--- src/rtl/operand_fetch_pkg.sv ---
// Shared widths, decode/writeback/output bundle types and helpers for the operand fetch stage.
package operand_fetch_pkg;

    localparam int OF_XLEN   = 32;
    localparam int OF_NREG   = 32;
    localparam int OF_AW     = $clog2(OF_NREG);
    localparam int OF_CTRL_W = 64;

    typedef struct packed {
        logic [OF_AW-1:0]     rs1;
        logic                 rs1_en;
        logic [OF_AW-1:0]     rs2;
        logic                 rs2_en;
        logic [OF_AW-1:0]     rd;
        logic                 rd_en;
        logic [OF_CTRL_W-1:0] ctrl;
    } of_in_type;

    typedef struct packed {
        logic [OF_XLEN-1:0]   op1;
        logic [OF_XLEN-1:0]   op2;
        logic [OF_AW-1:0]     rd;
        logic                 rd_en;
        logic [OF_CTRL_W-1:0] ctrl;
    } of_out_type;

    typedef struct packed {
        logic               valid;
        logic [OF_AW-1:0]   addr;
        logic [OF_XLEN-1:0] data;
    } of_wb_type;

    // x0 is hardwired, so a writeback aimed at it never counts as a hit.
    function automatic logic of_wb_hit(input of_wb_type wb, input logic [OF_AW-1:0] idx);
        return wb.valid && (wb.addr == idx) && (idx != '0);
    endfunction

endpackage

--- src/rtl/operand_scoreboard.sv ---
// Per-register pending scoreboard: one set port (issue), one clear port (writeback),
// and enable-qualified pending lookups for two sources and one destination.
module operand_scoreboard
    import operand_fetch_pkg::*;
#(
    parameter  int NREG = OF_NREG,
    localparam int AW   = $clog2(NREG)
) (
    input  logic          clk,
    input  logic          rst,
    input  logic          set_en,
    input  logic [AW-1:0] set_addr,
    input  logic          clr_en,
    input  logic [AW-1:0] clr_addr,
    input  logic [AW-1:0] rs1_addr,
    input  logic          rs1_en,
    input  logic [AW-1:0] rs2_addr,
    input  logic          rs2_en,
    input  logic [AW-1:0] rd_addr,
    input  logic          rd_en,
    output logic          rs1_pend,
    output logic          rs2_pend,
    output logic          rd_pend
);

    logic [NREG-1:0] pend;
    logic [NREG-1:0] pend_nxt;

    function automatic logic lookup(input logic [NREG-1:0] vec,
                                    input logic [AW-1:0]   idx,
                                    input logic            en);
        return en && (idx != '0) && vec[idx];
    endfunction

    // Clear applied before set so a same-cycle issue to the retiring index keeps it pending.
    always_comb begin
        pend_nxt = pend;
        if (clr_en) begin
            pend_nxt[clr_addr] = 1'b0;
        end
        if (set_en && (set_addr != '0)) begin
            pend_nxt[set_addr] = 1'b1;
        end
        pend_nxt[0] = 1'b0;
    end

    always_ff @(posedge clk) begin
        if (rst) begin
            pend <= '0;
        end else begin
            pend <= pend_nxt;
        end
    end

    assign rs1_pend = lookup(pend, rs1_addr, rs1_en);
    assign rs2_pend = lookup(pend, rs2_addr, rs2_en);
    assign rd_pend  = lookup(pend, rd_addr,  rd_en);

endmodule

--- src/rtl/operand_fetch.sv ---
// Decode-to-execute operand fetch stage with pending scoreboard and one registered output bundle.
// Define OPERAND_FETCH_BYPASS_EN to forward same-cycle writeback data and let it satisfy hazards.
module operand_fetch
    import operand_fetch_pkg::*;
#(
    parameter  int XLEN = OF_XLEN,
    parameter  int NREG = OF_NREG,
    localparam int AW   = $clog2(NREG)
) (
    input  logic            clk,
    input  logic            rst,
    input  logic            in_valid,
    output logic            in_ready,
    input  logic [AW-1:0]   in_rs1,
    input  logic            in_rs1_en,
    input  logic [AW-1:0]   in_rs2,
    input  logic            in_rs2_en,
    input  logic [AW-1:0]   in_rd,
    input  logic            in_rd_en,
    input  logic [63:0]     in_ctrl,
    output logic [AW-1:0]   rf_raddr1,
    output logic            rf_rden1,
    output logic [AW-1:0]   rf_raddr2,
    output logic            rf_rden2,
    input  logic [XLEN-1:0] rf_rdata1,
    input  logic [XLEN-1:0] rf_rdata2,
    input  logic            wb_valid,
    input  logic [AW-1:0]   wb_addr,
    input  logic [XLEN-1:0] wb_data,
    input  logic            flush,
    output logic            out_valid,
    input  logic            out_ready,
    output logic [XLEN-1:0] out_op1,
    output logic [XLEN-1:0] out_op2,
    output logic [AW-1:0]   out_rd,
    output logic            out_rd_en,
    output logic [63:0]     out_ctrl
);

    of_in_type  in_p0;
    of_wb_type  wb_p0;
    of_out_type bundle_p0;
    of_out_type bundle_p1;
    logic       vld_p1;

    logic hit_rs1;
    logic hit_rs2;
    logic hit_rd;
    logic rs1_pend;
    logic rs2_pend;
    logic rd_pend;
    logic raw_hazard;
    logic waw_hazard;
    logic accept;

    // Disabled sources and x0 read as zero; a forwarded writeback overrides the regfile.
    function automatic logic [OF_XLEN-1:0] sel_operand(input logic               en,
                                                       input logic [OF_AW-1:0]   idx,
                                                       input logic               hit,
                                                       input logic [OF_XLEN-1:0] wb_val,
                                                       input logic [OF_XLEN-1:0] rf_val);
        if (!en || (idx == '0)) begin
            return '0;
        end else if (hit) begin
            return wb_val;
        end
        return rf_val;
    endfunction

    // ---- stage p0: decode fields, regfile read, hazard check ----
    assign in_p0 = '{rs1: in_rs1, rs1_en: in_rs1_en,
                     rs2: in_rs2, rs2_en: in_rs2_en,
                     rd:  in_rd,  rd_en:  in_rd_en,
                     ctrl: in_ctrl};
    assign wb_p0 = '{valid: wb_valid, addr: wb_addr, data: wb_data};

    assign rf_raddr1 = in_p0.rs1;
    assign rf_raddr2 = in_p0.rs2;
    assign rf_rden1  = in_valid & in_p0.rs1_en;
    assign rf_rden2  = in_valid & in_p0.rs2_en;

`ifdef OPERAND_FETCH_BYPASS_EN
    assign hit_rs1 = of_wb_hit(wb_p0, in_p0.rs1);
    assign hit_rs2 = of_wb_hit(wb_p0, in_p0.rs2);
    assign hit_rd  = of_wb_hit(wb_p0, in_p0.rd);
`else
    // Without forwarding a retiring writeback cannot help this cycle; the stall
    // lasts one more cycle and the operand then comes from the updated regfile.
    assign hit_rs1 = 1'b0;
    assign hit_rs2 = 1'b0;
    assign hit_rd  = 1'b0;
`endif

    operand_scoreboard #(
        .NREG (NREG)
    ) u_scoreboard (
        .clk      (clk),
        .rst      (rst),
        .set_en   (accept & in_p0.rd_en),
        .set_addr (in_p0.rd),
        .clr_en   (wb_p0.valid),
        .clr_addr (wb_p0.addr),
        .rs1_addr (in_p0.rs1),
        .rs1_en   (in_p0.rs1_en),
        .rs2_addr (in_p0.rs2),
        .rs2_en   (in_p0.rs2_en),
        .rd_addr  (in_p0.rd),
        .rd_en    (in_p0.rd_en),
        .rs1_pend (rs1_pend),
        .rs2_pend (rs2_pend),
        .rd_pend  (rd_pend)
    );

    assign raw_hazard = (rs1_pend & ~hit_rs1) | (rs2_pend & ~hit_rs2);
    assign waw_hazard = rd_pend & ~hit_rd;

    assign in_ready = ~(raw_hazard | waw_hazard) & (~vld_p1 | out_ready) & ~flush;
    assign accept   = in_valid & in_ready;

    always_comb begin
        bundle_p0       = '0;
        bundle_p0.op1   = sel_operand(in_p0.rs1_en, in_p0.rs1, hit_rs1, wb_p0.data, rf_rdata1);
        bundle_p0.op2   = sel_operand(in_p0.rs2_en, in_p0.rs2, hit_rs2, wb_p0.data, rf_rdata2);
        bundle_p0.rd    = in_p0.rd;
        bundle_p0.rd_en = in_p0.rd_en;
        bundle_p0.ctrl  = in_p0.ctrl;
    end

    // ---- stage p1: registered bundle presented to execute ----
    always_ff @(posedge clk) begin
        if (rst) begin
            vld_p1    <= 1'b0;
            bundle_p1 <= '0;
        end else if (flush) begin
            vld_p1 <= 1'b0;
        end else if (accept) begin
            vld_p1    <= 1'b1;
            bundle_p1 <= bundle_p0;
        end else if (out_ready) begin
            vld_p1 <= 1'b0;
        end
    end

    assign out_valid = vld_p1;
    assign out_op1   = bundle_p1.op1;
    assign out_op2   = bundle_p1.op2;
    assign out_rd    = bundle_p1.rd;
    assign out_rd_en = bundle_p1.rd_en;
    assign out_ctrl  = bundle_p1.ctrl;

endmodule
--- config.mk ---
export PLATFORM = sky130hd
export DESIGN_NAME = operand_fetch
export DESIGN_NICKNAME = d
export VERILOG_FILES = /design/src/rtl/operand_fetch_pkg.sv /design/src/rtl/operand_scoreboard.sv /design/src/rtl/operand_fetch.sv
export SDC_FILE = /design/constraint.sdc
export NUM_CORES = 1
export LEC_CHECK = 0
export CORE_UTILIZATION = 40
export CTS_CLUSTER_DIAMETER = 60
export DETAILED_ROUTE_END_ITERATION = 6
export PLACE_DENSITY = 0.77
export SYNTH_ARGS = -nofsm -noshare
export SYNTH_HDL_FRONTEND = slang
export SYNTH_SLANG_ARGS = --single-unit
--- constraint.sdc ---
create_clock -name clk -period 3.4 [get_ports clk]
set_input_delay 0.85 -clock clk [delete_from_list [all_inputs] [get_ports clk]]
set_output_delay 0.85 -clock clk [all_outputs]
set_load 0.02 [all_outputs]
; Yosys cells after proc, flatten, opt, wreduce, memory -nomap -nowiden
; Index checks and enable logic that the tools add are counted.
[totals]
input_bits = 189
ff_bits = 167
[classes]
bitwise = 15
mux = 20
n_reduce_logical = 21
magnitude_cmp = 6
[op_table]
columns = operator, count
row1 = 2-to-1 mux 32 bit, 6
row2 = AND 32 bit, 1
row3 = inverter 32 bit, 1
row4 = bitwise OR 32 bit, 1
row5 = less-than comparator 5 x 6 -> 1 bit (second input constant), 4
row6 = binary-select mux 1 bit (select 5 bit), 3
row7 = nonzero test 5 bit, 3
row8 = demux 1 bit (select 5 bit), 2
row9 = >= comparator 5 x 1 -> 1 bit (second input constant), 2
row10 = logical NOT 5 bit, 2
row11 = logical AND 1 bit, 9
row12 = 2-to-1 mux 1 bit, 9
row13 = AND 1 bit, 6
row14 = inverter 1 bit, 3
row15 = bitwise OR 1 bit, 3
row16 = logical NOT 1 bit, 2
row17 = logical OR 1 bit, 2
row18 = AND reduction 2 bit, 1
row19 = nonzero test 2 bit, 1
row20 = OR reduction 2 bit, 1

; Depth between registers and ports, before layout
; Gate-level depths: netlist (run 1).
[logic_depth]
ltp_word = 12
depth_mapped = 12
mapped_depth_nobuf = 7

; By module
; Synthesis (run 1) repeated with hierarchy kept, for this count alone.
[unflattened]
cells_unflattened = 746
hier_area_um2 = 7287.0
[modules_own_cells]
columns = mod, cells_per_inst, n_inst, area_per_inst_um2
row1 = operand_fetch, 508, 1, 5176.2
row2 = operand_scoreboard, 238, 1, 2110.8

; Worst setup path after synthesis (run 1)
; No wires, ideal clock.
[synth_path]
path_kind = input to output
start = input port in_rs2[1]
end = output port in_ready
slack_ns = -0.393
stages = 9
t_arrival_ns = 2.943
n_path_buf = 3
path_cell_list = buf_6 > or4_4 > o21ai_4 > nor4_1 > o32ai_1 > a21bo_2 > clkbuf_1 > clkbuf_1 > nor2_1
[synth_via]
elab_chain_cells = 8
[synth_lines]
columns = item, line
row1 = start: declaration, operand_fetch.sv:16  ; input logic [AW-1:0] in_rs2,
row2 = binary-select mux 1 bit (select 5 bit) or nonzero test 5 bit (tied branches), operand_scoreboard.sv:32  ; return en && (idx != '0) && vec[idx];
row3 = 2-to-1 mux 1 bit (implied by the code) or logical AND 1 bit (tied branches), operand_scoreboard.sv:32
row4 = logical AND 1 bit (*), operand_scoreboard.sv:32
row5 = bitwise OR 1 bit (*), operand_fetch.sv:114  ; assign raw_hazard = (rs1_pend & ~hit_rs1) | (rs2_pend & ~hit_rs2);
row6 = bitwise OR 1 bit (*), operand_fetch.sv:117  ; assign in_ready = ~(raw_hazard | waw_hazard) & (~vld_p1 | out_ready) & ~flush;
row7 = inverter 1 bit (*), operand_fetch.sv:117
row8 = AND 1 bit (*) (2 in a row), operand_fetch.sv:117
row9 = end: declaration, operand_fetch.sv:13  ; output logic in_ready,
; Mark *: on every way between the ends. The rest lies on a longest branch, timed or not. The select of a mux whose other input is x is not followed.

; Worst setup path in the final report (run 1)
; Ends and elaborated chain as after synthesis.

==> results by group, run 1 <==
Power
  • Switch Pwr: ~1400 uW
  • Int Pwr: roughly 3800 uW
  • Comb pwr share: a little over a fifth
  • Lkg Pwr: 0.005021 uW
  • Sequential fraction of design power: 39.4%
  • PD cells: 389.3 mW/mm^2
  • Clk pwr share: 38.8%
  • Peak supply drop: about 0.31 mV
  • Pwr Total: between 5000 and 6000 uW
  • Sw Share: between 20 and 30%

Critical path
  • Worst R2R Start: u_scoreboard.pend[9]
  • Crit path capture type: primary output
  • Worst R2R End: u_scoreboard.pend[4]
  • Worst endpoint data arrival time: ~2.6 ns
  • Setup slack, reg-to-reg: between 0.3 and 0.4 ns
  • Worst Reg-to-Reg Cells: 16
  • Critical-path maximum fanout: 2
  • Startpoint Class: input pin
  • Worst EP required: about 2.6 ns
  • Critical path class: in2out

Timing
  • Max_slew headroom: 44.22%
  • Actual slew at the worst max-slew pin: 0.8367 ns
  • Hold Slack: ~0.47 ns
  • FMAX: about 0.29 GHz
  • Minimum clock period: approximately 3.4 ns
  • Setup slack after layout: -0.001023 ns
  • Final Cycle Share: 100.0%
  • Final hold violations: 0
  • Post-Route Skew: about 0.010 ns
  • Unrepaired setup endpoints after global routing: yes
  • Fin. max-slew vios: 0
  • Final setup viols: 1

Min path
  • WHS Path Cells: 2
  • Worst hold path type: reg2reg
  • Hold Startpoint: out_ctrl[0]
  • Hold Path Sink: out_ctrl[0]

Die
  • IO Count: 337
  • Die Footprint: ~0.022 sq mm
  • Core Region: about 0.021 sq mm
  • Starting Density: 41.07%
  • Core Rows: 53
  • Die Y: 149.6 microns
  • Die width: approximately 150 microns

Clocking
  • Root Buffer: clkbuf_16
  • Hold_buf cts: 0
  • Clock buffer count from CTS: 17
  • Skew-Pair Late Insertion Delay: 0.42 ns
  • CTS sink cnt: 166
  • CTS tree: built
  • Clock Path Buffers: 2
  • H-tree depth: 4
  • Worst-path clk slew: roughly 0.070 ns

Synthesis
  • Post-synthesis sequential area ratio: a little under two fifths
  • Syn avg cell area: ~9.3 sq um
  • Mapped Area: between 0.008 and 0.009 sq mm
  • Synth area leader: dfxtp_1
  • Async set or reset register ratio after synthesis: 0%
  • Synthesized flop and latch total: around 170
  • Mapped Cells: just over 900
  • Post-synth top area share: between 30% and 40%
  • Most used DFF post-synth: dfxtp_1
  • Number of synthesized flops with an enable pin: 0
  • Syn_nets: about 1100
  • Yosys Warn Count: 0
  • Synth top area cells: dfxtp_1 38%, mux2i_1 9.3%, o31ai_1 6.0%
  • Count of cell types in the netlist: between 50 and 60

Outcome
  • Failing checks: negative setup slack
  • Outcome: finished, violations left

Layout
  • Area growth from synthesis to layout: 54.36%
  • Most common cell after layout, fill and taps aside: clkdlybuf4s50_1
  • Fillers: about 1700
  • Final net count: 1425
  • Most frequent cells in the layout: 287 x clkdlybuf4s50_1, 166 x dfxtp_1, 80 x mux2i_1, 74 x nand4_1, 72 x a21oi_1
  • Share of post-route cells with drive strength above 1: around a fifth

Global routing
  • Largest net degree at the start of global routing: 81
  • Global Route Usage Sum: 25.85%
  • Initial antenna violation count: 1
  • First-pass GRT wire length: around 45000 microns
  • Remaining Overflow, GRT: 0
  • Number of global-route vias before repair: around 8200

Routing
  • Post-route DRC: 0
  • Vias per inst: just under 6
  • Via count: 8796
  • ANT nets after route: 0
  • Final WL: just over 30000 microns
  • Starting DRT DRC Count: between 600 and 700
  • Detailed-route wire length per cell: 20.33 microns
  • Drt first pass iters: 5

Placed design
  • Placer Congestion: ~0.95
  • DP Wirelength: between 20000 and 25000 microns
  • Number of port buffers: between 300 and 400
  • Worst slack at placement: -1.008 ns

Run
  • Max-Cap Viols: 0
layer usage:
layer  vias to the layer above  part of all wire (%)  track usage [%]
met1                      4234                    40            32.67
li1                       4091                     -                -
met5                         -                     0                0
met4                         0                   3.7            12.40
met3                        76                   7.2            5.305
met2                       395                    49            41.81
power by group through the flow:
stage / Clock [uW] / Sequential, uW / Combinational, uW
after floorplan: 0 / 2190 / 440
after global placement: 0 / 2100 / 1040
after detailed placement: 0 / 2110 / 1040
after CTS: 2050 / 2060 / 1070
after global routing: 2140 / 2070 / 1210
final: 2030 / 2060 / 1140
critical path: stages:
cell and delay (ns):
buf_6 0.09, or4_4 0.55, o21ai_4 0.22, nor4_4 0.07, o32ai_2 0.24, a21bo_2 0.29, nor2_4 0.11, buf_6 0.13
synthesized netlist by cell type, types with 3 or more instances:
cell type / number
a21oi_1: 74
a22oi_1: 4
and2_1: 4
buf_1: 7
buf_2: 12
buf_4: 12
buf_6: 9
clkbuf_1: 74
dfxtp_1: 166
inv_1: 3
mux2_2: 17
mux2i_1: 81
mux4_2: 7
nand2_1: 32
nand2b_1: 70
nand3_1: 10
nand3b_1: 52
nand4_1: 74
nor2_1: 9
nor2b_1: 25
nor3_1: 3
nor3b_1: 5
nor4_1: 3
o21ai_0: 22
o31ai_1: 70
o41ai_1: 16
o41ai_2: 12
or3b_2: 33
per-stage QoR:
stage	utilization, %	setup TNS [ns]	cells	instance area, sq um
after CTS	61.33	-0.01963	1517	13010
after floorplan	-	-0.1068	935	8763
after global routing	63.40	-0.09295	1525	13450
after detailed placement	57.89	-68.98	1476	12290
after global placement	57.89	-72.64	1476	12290
final	63.40	-0.001023	1525	13450
registers in the layout, indices dropped and copies added, names as in the netlist:
signal	count
u_scoreboard.pend	31
out_valid	1
out_op2	32
out_rd	5
out_op1	32
out_ctrl	64
out_rd_en	1
layout make-up:
class | count | area, sq um | share of cell area [%]
diodes | 1 | 2.502 | 0.01860
clock buffers | 19 | 442.9 | 3.292
clock inverters | 13 | 170.2 | 1.265
inverters | 5 | 18.77 | 0.1395
multi-input cells | 650 | 5146 | 38.25
flip-flops and latches | 166 | 3323 | 24.70
well taps | 275 | 344.1 | 2.557
repair buffers | 396 | 4006 | 29.78
worst max path at each step:
stage	start	end	slack, ns	cells after the start
4_1_cts	in_rs2[0]	in_ready	-0.02	9
5_1_grt	in_rs2[1]	in_ready	-0.06	8
6_report	in_rs2[1]	in_ready	-0.001	8
3_5_place_dp	in_rs2[0]	in_ready	-1.01	9
3_3_place_gp	in_rs2[0]	in_ready	-1.03	9
2_1_floorplan	in_rs2[1]	in_ready	-0.11	9
cell families after synthesis:
kind of cell | synth area share (%)
AOI/OAI and AO/OA | 17.57
muxes | 13.31
DFF | 38.13
buffers and inverters | 6.589
and+or+nand+nor | 24.40
timing repair:
action / in CTS / in global routing
pin swaps: 8 / 28
gates resized for setup: 36 / 58
setup buffers: 8 / 4
cloned: 1 / 5
setup endpoints to repair: 65 / 95
Power figures use the tool's default switching activity.
==> run 2: changes to the inputs <==
--- a/config.mk
+++ b/config.mk
@@ -6,9 +6,9 @@
 export NUM_CORES = 1
 export LEC_CHECK = 0
 export CORE_UTILIZATION = 40
-export CTS_CLUSTER_DIAMETER = 60
+export CTS_CLUSTER_DIAMETER = 30
 export DETAILED_ROUTE_END_ITERATION = 6
-export PLACE_DENSITY = 0.77
+export PLACE_DENSITY_LB_ADDON = 0.05
 export SYNTH_ARGS = -nofsm -noshare
 export SYNTH_HDL_FRONTEND = slang
 export SYNTH_SLANG_ARGS = --single-unit
==> constraint.sdc (replaced) <==
create_clock -name clk -period 4.2 [get_ports clk]
set_input_delay 1.05 -clock clk [delete_from_list [all_inputs] [get_ports clk]]
set_output_delay 1.05 -clock clk [all_outputs]
set_load 0.02 [all_outputs]
==> run 2 against run 1 <==
  * The flow now finishes without violations
  * Final cell count is 3.1% lower
  * Critical path type unchanged
  * Largest cell class unchanged
  * Worst setup slack gained 0.17 ns
  * First-iteration DRC count shrank 20%
  * Sequential power is 19% lower
  * Global-route usage grew 0.22 points
  * Combinational power shrank 28%
  * Core utilization decreased by 3.7 points
  * Total power fell by 22%
  * Critical endpoint unchanged
  * Worst hold slack got worse by 0.0031 ns
  * Register-to-register slack improved by 0.99 ns
  * Highest routed layer unchanged
  * Flip-flop and latch count is the same
==> results by group, run 2 (same netlist as run 1, synthesis figures left out) <==
Power
  • Lkg Pwr: between 0.004 and 0.005 uW
  • PD cells: roughly 320 mW/mm^2
  • Peak supply drop: roughly 0.27 mV

Placed design
  • Post-place instance area: 0.01200 sq mm
  • Worst slack at placement: -0.1569 ns
  • DP Wirelength: a little over 20000 microns
  • Number of port buffers: between 300 and 400
  • Placer Congestion: roughly 0.86

Critical path
  • Largest delay share family, worst path: buffers and inverters
  • Crit path capture type: primary output
  • Worst endpoint data arrival time: just under 3 ns
  • Critical-path maximum fanout: 5
  • Startpoint Class: input pin
  • Crit path largest cell delay: 0.48 ns
  • Most common cell on crit path: buf_4
  • Critical Path Source: in_rs2[0]
  • Worst EP required: 3.15 ns
  • Number of stages on the worst setup path: 10
  • Cell Chain, Critical Path: dlygate4sd2_1 > buf_4 > buf_4 > mux4_2 > nand4_1 > o211ai_1 > o32ai_2 > a21bo_2 > nor2_2 > buf_6
  • Buf/Inv on CP: 4
  • Worst Reg-to-Reg Cells: 10
  • Crit-path slowest cell: mux4_2
  • Setup slack, reg-to-reg: between 1 and 1.5 ns
  • CP endpoint: in_ready
  • Worst R2R End: out_op2[13]
  • Worst R2R Start: u_scoreboard.pend[2]
  • Critical path class: in2out

Timing
  • FMAX: 0.2483 GHz
  • Post-Route Skew: around 0.013 ns
  • Minimum clock period: 4.027 ns
  • Final setup viols: 0
  • Final Cycle Share: between 90% and 100%
  • Actual slew at the worst max-slew pin: between 0.9 and 1 ns
  • Fin. max-slew vios: 0
  • Setup slack after layout: about 0.17 ns
  • Final hold violations: 0
  • Max_slew headroom: a little under two fifths
  • Hold Slack: roughly 0.47 ns
  • Unrepaired setup endpoints after global routing: no

Global routing
  • Number of global-route vias before repair: between 7000 and 8000
  • Initial antenna violation count: 1
  • Largest net degree at the start of global routing: about 120
  • First-pass GRT wire length: approximately 45000 microns
  • Global Route Usage Sum: around a quarter
  • Remaining Overflow, GRT: 0

Die
  • Die Footprint: 0.02238 sq mm
  • Die Y: around 150 microns
  • Core Rows: 53
  • Starting Density: 41.07%
  • Core Region: around 0.021 sq mm
  • Die width: around 150 microns
  • IO Count: 337

Routing
  • Detailed-route wire length per cell: around 20 microns
  • Final WL: approximately 30000 microns
  • Starting DRT DRC Count: 556
  • Via count: between 8000 and 9000
  • Post-route DRC: 0
  • Drt first pass iters: 4
  • ANT nets after route: 0
  • Vias per inst: between 5 and 6

Clocking
  • H-tree depth: 4
  • Root Buffer: clkbuf_16
  • Worst-path clk slew: roughly 0.060 ns
  • Skew-Pair Late Insertion Delay: around 0.43 ns
  • CTS sink cnt: approximately 170
  • CTS tree: built
  • Clock Path Buffers: 2
  • Clock buffer count from CTS: 17

Layout
  • Most common cell after layout, fill and taps aside: clkdlybuf4s50_1
  • Share of post-route cells with drive strength above 1: 13.39%
  • Area growth from synthesis to layout: 45.28%
  • Finished Cell Area: 0.01266 sq mm
  • Fin util: 59.67%
  • Largest register FFs: 64
  • Final net count: between 1000 and 1500
  • Most frequent cells in the layout: 295 x clkdlybuf4s50_1, 166 x dfxtp_1, 81 x mux2i_1, 74 x nand4_1, 74 x a21oi_1

Outcome
  • Outcome: complete, no violations

Run
  • Max-Cap Viols: 0

Min path
  • Worst hold path type: reg2reg
run 2: worst reg2reg max path, cell delays in order (launching register included):
cell      delay (ns)
dfxtp_1         0.36
mux2_2          0.28
a221oi_1        0.31
nor4_1          0.11
o32ai_2         0.28
a21bo_2         0.27
buf_4           0.35
nor3_4          0.26
buf_12          0.17
buf_12          0.16
mux2i_1         0.22
run 2: what timing repair did:
item                       4_1_cts  5_1_grt
gates resized for setup          4        7
cloned                           0        1
setup endpoints to repair        1        1
pin swaps                        1        4
hold buffers                     0        0
setup buffers                    0        1
run 2: per-layer routing:
layer	wire length, microns	global-route usage (%)	up-vias
met2	13410	39.65	330
met5	0	0	-
met4	729	9.643	0
met3	2486	6.463	44
met1	13090	35.37	4020
li1	-	-	3991
run 2: report_power, final:
part / switching [uW] / internal, uW
logic: 418 / 407
clock network: 711 / 895
registers: 31.9 / 1640
run 2: worst min-delay path by stage:
stage                                     from                    to  depth (start not counted)
final                             out_ctrl[22]          out_ctrl[22]                          2
after global routing              out_ctrl[44]          out_ctrl[44]                          2
after CTS                          out_ctrl[5]           out_ctrl[5]                          2
after detailed placement           out_ctrl[5]           out_ctrl[5]                          2
after global placement            out_ctrl[46]          out_ctrl[46]                          2
after floorplan           u_scoreboard.pend[7]  u_scoreboard.pend[7]                          2
run 2: layout make-up:
cell class | count | area (sq um)
clock inverters | 14 | 163.9
well taps | 275 | 344.1
fillers | 1909 | 8558
repair buffers | 349 | 3516
inverters | 5 | 18.77
multi-input cells | 650 | 4865
diodes | 1 | 2.502
flip-flops and latches | 166 | 3323
clock buffers | 18 | 429.2
run 2: per-stage QoR:
stage,TNS [ns],std cells,total power (uW)
final,0,1478,4099
after global placement,-4.570,1443,2519
after floorplan,0,935,2125
after global routing,0,1477,4258
after detailed placement,-6.035,1443,2522
after CTS,0,1475,4130
